[src/rtl/rtc_multi_clk_divider.sv]
`timescale 1ns/1ps
// rtc_multi_clk_divider: N_CH run-time programmable square-wave / tick dividers on sys_clk (optional macro RTCDIV_CFG_ERR_EN adds cfg_err).
// Latency: clk_out is registered; divisor writes apply on the next edge when halted, else at the next wrap.
// Backpressure: none; free-running, writes are always accepted or rejected in the same cycle.
module rtc_multi_clk_divider #(
  parameter int SYS_CLK_HZ       = 1000000,
  parameter int N_CH             = 2,
  parameter int CNT_W            = 32,
  parameter int KEYCHANGE_PERIOD = 5,
  parameter int FAST_HZ          = 500
) (
  input  logic             sys_clk,
  input  logic             sys_rst_n,
  input  logic [N_CH-1:0]  ch_en,
  input  logic [N_CH-1:0]  ch_mode,
  input  logic             sync_clr,
  input  logic             cfg_we,
  input  logic [3:0]       cfg_ch,
  input  logic [CNT_W-1:0] cfg_div,
  output logic [N_CH-1:0]  clk_out
`ifdef RTCDIV_CFG_ERR_EN
  ,
  output logic             cfg_err
`endif
);

  localparam logic [CNT_W-1:0] DIV_FAST = CNT_W'(SYS_CLK_HZ / FAST_HZ);
  localparam logic [CNT_W-1:0] DIV_KEY  = CNT_W'(KEYCHANGE_PERIOD * SYS_CLK_HZ);

  // Channel 1 is the key-change timer; every other channel defaults to the fast rate.
  function automatic logic [CNT_W-1:0] rst_div(input int ch);
    return (ch == 1) ? DIV_KEY : DIV_FAST;
  endfunction

  logic [CNT_W-1:0] cnt_q     [N_CH];
  logic [CNT_W-1:0] div_act_q [N_CH];
  logic [CNT_W-1:0] div_shd_q [N_CH];
  logic [CNT_W-1:0] cnt_nxt   [N_CH];
  logic [N_CH-1:0]  halted;
  logic [N_CH-1:0]  wrap;
  logic [N_CH-1:0]  wr_hit;
  logic [N_CH-1:0]  out_nxt;
  logic             cfg_ch_ok;
  logic             cfg_acc;

  assign cfg_ch_ok = ({1'b0, cfg_ch} < 5'(N_CH));

`ifdef RTCDIV_CFG_ERR_EN
  logic cfg_rej;
  assign cfg_acc = cfg_we && cfg_ch_ok && (cfg_div >= CNT_W'(2));
  assign cfg_rej = cfg_we && !cfg_acc;

  always_ff @(posedge sys_clk or negedge sys_rst_n) begin
    if (!sys_rst_n) begin
      cfg_err <= 1'b0;
    end else begin
      cfg_err <= cfg_rej;
    end
  end
`else
  assign cfg_acc = cfg_we && cfg_ch_ok;
`endif

  for (genvar g = 0; g < N_CH; g++) begin : g_ch
    assign halted[g]  = (div_act_q[g] < CNT_W'(2)) || !ch_en[g];
    assign wrap[g]    = (cnt_q[g] == div_act_q[g] - CNT_W'(1));
    assign cnt_nxt[g] = wrap[g] ? '0 : cnt_q[g] + CNT_W'(1);
    assign wr_hit[g]  = cfg_acc && (cfg_ch == 4'(g));
    // Square: low half first, odd divisors put the extra cycle in the high half.
    assign out_nxt[g] = ch_mode[g] ? wrap[g] : (cnt_nxt[g] >= (div_act_q[g] >> 1));
  end

  always_ff @(posedge sys_clk or negedge sys_rst_n) begin
    if (!sys_rst_n) begin
      clk_out <= '0;
      for (int i = 0; i < N_CH; i++) begin
        cnt_q[i]     <= '0;
        div_act_q[i] <= rst_div(i);
        div_shd_q[i] <= rst_div(i);
      end
    end else begin
      for (int i = 0; i < N_CH; i++) begin
        if (sync_clr) begin
          cnt_q[i]     <= '0;
          clk_out[i]   <= 1'b0;
          div_act_q[i] <= wr_hit[i] ? cfg_div : div_shd_q[i];
        end else if (halted[i]) begin
          cnt_q[i]   <= '0;
          clk_out[i] <= 1'b0;
          if (wr_hit[i]) begin
            div_act_q[i] <= cfg_div;
          end
        end else begin
          cnt_q[i]   <= cnt_nxt[i];
          clk_out[i] <= out_nxt[i];
          // Only swap divisors at a period boundary so a running period is never cut short.
          if (wrap[i]) begin
            div_act_q[i] <= wr_hit[i] ? cfg_div : div_shd_q[i];
          end
        end
        if (wr_hit[i]) begin
          div_shd_q[i] <= cfg_div;
        end
      end
    end
  end

endmodule

[config.mk]
export PLATFORM = sky130hd
export DESIGN_NAME = rtc_multi_clk_divider
export DESIGN_NICKNAME = d
export VERILOG_FILES = /design/src/rtl/rtc_multi_clk_divider.sv
export SDC_FILE = /design/constraint.sdc
export NUM_CORES = 1
export LEC_CHECK = 0
export BUFFER_PORTS_ARGS = -buffer_cell sky130_fd_sc_hd__clkbuf_2
export CAP_MARGIN = 40
export CORE_MARGIN = 5
export CORE_UTILIZATION = 28
export DETAILED_ROUTE_END_ITERATION = 6
export PLACE_DENSITY = 0.4
export SYNTH_ARGS = -nofsm -noshare
export SYNTH_HDL_FRONTEND = slang
export SYNTH_SLANG_ARGS = --single-unit
[constraint.sdc]
create_clock -name sys_clk -period 14.28 [get_ports sys_clk]
set_input_delay 4.284 -clock sys_clk [delete_from_list [all_inputs] [get_ports sys_clk]]
set_output_delay 4.284 -clock sys_clk [all_outputs]
set_load 0.005 [all_outputs]
==> metrics.md, run 1 <==
| Metric | Value |
|---|---|
| Initial Utilization | ~28% |
| Global Route Usage Sum | roughly 14% |
| Setup tns final | 0 ns |
| Max Slew Vio Count | 0 |
| Gr ovfl total | 0 |
| Vias in the first global route | about 9600 |
| Status | completed |
| Cell at the root of the clock tree | clkbuf_16 |
| Post-synth cell types | 61 |
| CP max FO | 35 |
| Post-DP HPWL | approximately 27000 microns |
| Residual DRC | 0 |
| Syn_nets | between 1000 and 1500 |
| Post-synth EDFFs | 0 |
| Worst setup EP type | flip-flop |
| RSZ-0062 raised after global routing | no |
| Chip width | 222 microns |
| Placement Cell Area | 13400 sq um |
| Primary FF master, synth | dfrtp_1 |
| Max Clock Skew | ~0.015 ns |
| Startpoint types | flip-flop |
| Maxcap violations | 0 |
| Clk slew on worst S/H paths | ~0.080 ns |
| CTS tree | built |
| Ant. Diodes | 0 |
| Number of I/O pins | 46 |
| Post-CTS Setup Bufs | 0 |
| Slew headroom | between 30% and 40% |
| Fin nets | between 1000 and 1500 |
| Sinks on Clock Net | about 190 |
| Tcrit/Tclk final | between 40% and 50% |
| Pre-Repair DR Iteration Count | 5 |
| Final Hold Viols | 0 |
| Fmax | 158 MHz |
| Leakage power | ~6.3 nW |
| Final setup viols | 0 |
| Most frequent cells in the layout | nor2_1, dfrtp_1, xnor2_1 |
| Vias post-DR | about 9600 |
| Num CTS Buffers | 17 |
| Average routed wire per standard cell | roughly 18 microns |
| Worst EP required | 14.66 ns |
| Synth top area cells | dfrtp_1, ha_1, xnor2_1 |
| Layout cells sized above 1 | roughly 17% |
| Syn-to-layout area delta | 11.9% |
| Hold-fix buffers, CTS | 0 |
| Port buffer count | 45 |
| Post-Synthesis Cells | between 1000 and 1500 |
| Worst vdd ir | approximately 0.067 mV |
| Hold WC Path Type | flip-flop to flip-flop |
| Row Count | 77 |
| Die Y | 222 microns |
| Overall power | about 1.7 mW |
| Yosys warning total | 0 |
| H-tree levels | 4 |
| Final ANT Viol Nets | 0 |
| First-pass GRT wire length | around 57000 microns |
| Antenna violations before repair | 0 |
| Gp weighted congestion | about 0.85 |
| Flops & latches, synth | 194 |
| Syn Std Cell Area | between 10000 and 15000 sq um |
| # resized after CTS | 0 |
| Commonest non-fill, non-tap cell in the layout | nor2_1 |
| Crit path DAT | ~6.7 ns |
| Initial DRC Count | 603 |
| Fin crit period | between 6 and 7 ns |
| Leading area contributor after synthesis | dfrtp_1 |
| WL final | approximately 36000 microns |
| Core Area | between 40000 and 50000 sq um |
| Clock buffer depth | 2 |
| Hold_ws | approximately 0.5 ns |
| Synth Area per Inst | roughly 9.7 sq um |
| Worst-Margin Slew | approximately 0.96 ns |
| PD cells | between 100 and 150 nW/um^2 |
| Clock Latency Late Sink | 0.44 ns |
| Vias/cell | ~5.0 |
| Final instance area | ~14000 sq um |
| Die Area | 49100 sq um |
| Sequential share of the synthesized area | between 30% and 40% |
| Synth top area share | between 30% and 40% |
| Worst Setup Path Type | flip-flop to flip-flop |
| Async set-reset flop share out of synthesis | 100% |
| Pin count of the biggest net entering global routing | slightly above 70 |
[synth_stat cells (18+ instances only)]
cell type / number
nor2_1: 179
dfrtp_1: 166
xnor2_1: 87
inv_1: 74
ha_1: 66
mux2_2: 65
mux2i_1: 64
xor2_1: 56
clkbuf_1: 51
nand3_1: 48
nand2_1: 37
a22oi_1: 35
nand4_1: 30
nor4_1: 29
dfstp_2: 28
a21o_1: 24
nor3_1: 24
o2bb2ai_1: 22
a21oi_1: 19
and3_1: 18
[worst paths after layout]
check / slack, ns / cells past startpoint / end / start
worst max register to register: 7.96 / 19 / clk_out[0] / div_act_q[33]
worst max-delay path: 7.96 / 19 / clk_out[0] / div_act_q[33]
worst min register to register: 0.50 / 1 / div_shd_q[7] / div_shd_q[7]
min in group asynchronous: 3.87 / 1 / cnt_q[28] / sys_rst_n
max in group asynchronous: 8.53 / 4 / div_act_q[40] / sys_rst_n
worst min-delay path: 0.50 / 1 / div_shd_q[7] / div_shd_q[7]
[worst max-delay path, stage by stage (launching register included)]
cell and delay, ns:
dfrtp_1 0.55, inv_1 0.11, ha_1 0.33, or4b_2 0.79, o311a_1 0.41, nor4b_1 0.70
nand4_1 0.32, nor4_4 0.27, buf_4 0.40, or2_2 0.19, ha_1 0.11, nand2b_1 0.10
a21o_1 0.12, a21oi_1 0.06, o21ai_0 0.33, nand3_1 0.14, a211oi_1 0.44, nor2_1 0.15
o311ai_0 0.43, o221a_2 0.27
[stage by stage]
stage / utilization (%) / setup WS, ns / std cells
floorplan: - / 8.31 / 1298
global placement: 30.3 / 7.36 / 1886
detailed placement: 30.4 / 7.79 / 1888
CTS: 31.7 / 8.02 / 1920
global route: 31.7 / 7.35 / 1920
finish: 31.7 / 7.96 / 1920
[where the power goes]
group          leakage, nW  total [mW]  switching (mW)  internal [mW]
clock network        0.293       0.499           0.245          0.255
logic                 3.55       0.459           0.257          0.202
registers             2.45       0.750           0.101          0.649
total                 6.29        1.71           0.603           1.11
[cell families (layout without fill, tap and decap cells)]
logic type | after synthesis | after routing | synth area share [%]
DFF | 194 | 194 | 39.0
buffers and inverters | 141 | 171 | 4.35
muxes | 129 | 129 | 10.9
and+or+nand+nor | 442 | 442 | 17.8
xor gates and xnor gates | 143 | 143 | 9.99
AOI/OAI and AO/OA | 183 | 183 | 11.3
adders and majority gates | 66 | 66 | 6.59
[layout make-up]
cell class / count / area (sq um)
repair buffers: 65 / 404
inverters: 74 / 278
flip-flops and latches: 194 / 4890
clock inverters: 14 / 158
clock buffers: 18 / 439
multi-input cells: 963 / 7130
well taps: 592 / 741
fillers: 4634 / 30200
[registers in the layout, indices dropped and copies added (netlist names)]
signal and count:
div_shd_q 64, clk_out 2, div_act_q 64, cnt_q 64
[layer usage]
| layer | part of all wire [%] | vias to the layer above | global-route usage (%) |
|---|---|---|---|
| met5 | 0 | - | 0 |
| met4 | 0.79 | 0 | 2.98 |
| met3 | 2.7 | 16 | 2.14 |
| met2 | 45 | 155 | 22.3 |
| met1 | 52 | 4733 | 21.5 |
| li1 | - | 4660 | - |
No activity file was read; power rests on OpenSTA's default activity.
==> run 2, diff against run 1 <==
--- a/config.mk
+++ b/config.mk
@@ -10,7 +10,7 @@
 export CORE_MARGIN = 5
 export CORE_UTILIZATION = 28
 export DETAILED_ROUTE_END_ITERATION = 6
-export PLACE_DENSITY = 0.4
+export PLACE_DENSITY = 0.42
 export SYNTH_ARGS = -nofsm -noshare
 export SYNTH_HDL_FRONTEND = slang
 export SYNTH_SLANG_ARGS = --single-unit
==> constraint.sdc (replaced) <==
create_clock -name sys_clk -period 5.65 [get_ports sys_clk]
set_input_delay 1.695 -clock sys_clk [delete_from_list [all_inputs] [get_ports sys_clk]]
set_output_delay 1.695 -clock sys_clk [all_outputs]
set_load 0.005 [all_outputs]
==> run 2 against run 1 <==
  * Critical path depth fell by 3
  * Die area did not move
  * Register-to-register slack got worse by 7.5 ns
  * Combinational power rose to 2.7 times the previous value
  * Sequential share of layout area fell by 0.39 points
  * Worst setup slack got worse by 7.5 ns
  * Count of clock-buffer cells in the layout rose by 1
  * Largest power group unchanged
  * Highest routed layer is now met5
  * Design area rose by 1.1%
  * Via count rose by 1.6%
==> metrics.md, run 2 (same netlist as run 1, synthesis figures left out) <==
| Metric | Value |
|---|---|
| Status | completed |
| Hold-fix buffers, CTS | 0 (unchanged) |
| Worst setup EP type | flip-flop |
| CTS tree | built |
| Fillers | 4589 (-0.97%) |
| Crit path from | div_act_q[37] |
| Clock Latency Late Sink | 0.45 ns (about the same) |
| Global Route Usage Sum | 14.8% (+0.32 points) |
| Worst vdd ir | 0.204 mV (+200%) |
| Worst reg-to-reg setup slack | 0.43 ns (-7.53 ns) |
| Setup tns final | 0 ns (unchanged) |
| Reg2reg end | clk_out[0] |
| CP endpoint | clk_out[0] |
| Antenna violations before repair | 1 (+1) |
| Port buffer count | 45 (unchanged) |
| Most frequent cells in the layout | nor2_1, dfrtp_1, xnor2_1 |
| Cell at the root of the clock tree | clkbuf_16 |
| Slew headroom | 53.4% (+18 points) |
| Average routed wire per standard cell | 18.7 microns (+1.1%) |
| Crit path DAT | 5.61 ns (-1.09 ns) |
| M3 GR Usage | 2.41% (+0.26 points) |
| Die Y | 222 microns (unchanged) |
| Number of I/O pins | 46 (unchanged) |
| Worst r2r path cells | 16 (-3) |
| Worst EP required | 6.03 ns (-8.63 ns) |
| Clk slew on worst S/H paths | 0.07 ns (about the same) |
| Syn-to-layout area delta | 13.2% |
| Hold WC Path Type | flip-flop to flip-flop |
| Post-DP HPWL | 28000 microns (+4.9%) |
| Clock buffer depth | 2 (unchanged) |
| WL final | 36200 microns (+1.9%) |
| Final ANT Viol Nets | 0 (unchanged) |
| # resized after CTS | 0 (unchanged) |
| Chip width | 222 microns (unchanged) |
| Sinks on Clock Net | 194 (unchanged) |
| Max Clock Skew | 0.0142 ns (-0.00100 ns) |
| RSZ-0062 raised after global routing | no |
| Max Slew Vio Count | 0 (unchanged) |
| Vias post-DR | 9718 (+1.6%) |
| Final Hold Viols | 0 (unchanged) |
| Worst setup margin | 0.427 ns (-7.53 ns) |
| Gp weighted congestion | 0.899 (+6.2%) |
| Final Util | 32.1% (+0.36 points) |
| Met2 usage | 22.5% (+0.22 points) |
| Sequential cell area | 4890 sq um (unchanged) |
| Initial DRC Count | 627 (+4.0%) |
| Fin crit period | 5.22 ns (-1.10 ns) |
| Core Area | 44200 sq um (unchanged) |
| GR Util met1 | 21.8% (+0.31 points) |
| Final setup viols | 0 (unchanged) |
| Fin nets | 1440 (+1.1%) |
| Leakage power | 6.37 nW (+1.4%) |
| Pin count of the biggest net entering global routing | 86 (+19%) |
| Vias in the first global route | 10000 (+4.7%) |
| Reg-to-Reg Start | div_act_q[37] |
| Row Count | 77 (unchanged) |
| Busiest grt layer | met2 |
| Initial Utilization | 28.4% (unchanged) |
| Worst slack at placement | 0.462 ns (-7.33 ns) |
| CP max FO | 21 (-40%) |
| Hold_ws | 0.498 ns (+0.000517 ns) |
| Top flop regs | cnt_q x64, div_act_q x64, div_shd_q x64 |
| PD cells | 308 nW/um^2 (+150%) |
| Vias/cell | 5.02 (+0.82%) |
| Startpoint types | flip-flop |
| Post-CTS Setup Bufs | 0 (unchanged) |
| Commonest non-fill, non-tap cell in the layout | nor2_1 |
| Tcrit/Tclk final | 92.5% (+48 points) |
| Maxcap violations | 0 (unchanged) |
| Residual DRC | 0 (unchanged) |
| Placed cell count | 1902 (+0.74%) |
| First-pass GRT wire length | 58400 microns (+2.5%) |
| Pre-Repair DR Iteration Count | 5 (unchanged) |
| Post-route insts no fill | 1935 (+0.78%) |
| Layout cells sized above 1 | 17.7% (+1.0 points) |
| Gr ovfl total | 0 (unchanged) |
| Multi-input logic area | 7130 sq um (+0.12%) |
| Worst Setup Path Type | flip-flop to flip-flop |
| Fmax | 191 MHz (+21%) |
| Ant. Diodes | 0 (unchanged) |
| H-tree levels | 4 (unchanged) |
| Die Area | 49100 sq um (unchanged) |
| Num CTS Buffers | 17 (unchanged) |
| Worst-Margin Slew | 0.699 ns (-0.258 ns) |
[run 2: per-stage QoR]
step | cell area (sq um) | power, mW
after floorplan | 12500 | 2.68
after global placement | 13500 | 3.11
after detailed placement | 13600 | 3.12
after CTS | 14200 | 4.43
after global routing | 14200 | 4.65
final | 14200 | 4.37
[run 2: worst min-delay path by stage]
stage	from	endpoint	slack, ns	cells past startpoint
2_1_floorplan	div_shd_q[0]	div_shd_q[0]	0.47	1
3_3_place_gp	div_shd_q[13]	div_shd_q[13]	0.48	1
3_5_place_dp	div_shd_q[23]	div_shd_q[23]	0.48	1
4_1_cts	div_shd_q[12]	div_shd_q[12]	0.50	1
5_1_grt	div_shd_q[10]	div_shd_q[10]	0.51	1
6_report	div_shd_q[12]	div_shd_q[12]	0.50	1
[run 2: metal layers]
layer	share of wire [%]	wire [microns]
met3	3.8	1370
met5	0.036	13
met1	51	18300
met4	1.7	633
met2	44	15800
[run 2: power breakdown]
group | switching (mW) | internal, mW | total (mW)
clock | 0.596 | 0.681 | 1.28
sequential | 0.236 | 1.64 | 1.88
combinational | 0.685 | 0.532 | 1.22
total | 1.52 | 2.85 | 4.37
[run 2: critical path, stage by stage (launching register included)]
cell and delay, ns:
dfrtp_1 0.49, or3_1 0.44, or4_4 0.59, nor4_2 0.45, a211oi_1 0.14, a211oi_1 0.23, o22ai_1 0.19, nor4_4 0.38
buf_4 0.31, nor2_1 0.08, ha_1 0.30, nand4_1 0.15, or3_1 0.43, a211oi_1 0.37, nor2_1 0.08, o311ai_0 0.29
o221a_2 0.23
[run 2: cell type report]
| cell class | count | area share, % |
|---|---|---|
| tap | 592 | 5.22 |
| timing repair buffer | 80 | 3.85 |
| multi-input combinational | 963 | 50.3 |
| sequential | 194 | 34.4 |
| clock inverter | 13 | 1.14 |
| inverter | 74 | 1.96 |
| clock buffer | 19 | 3.12 |
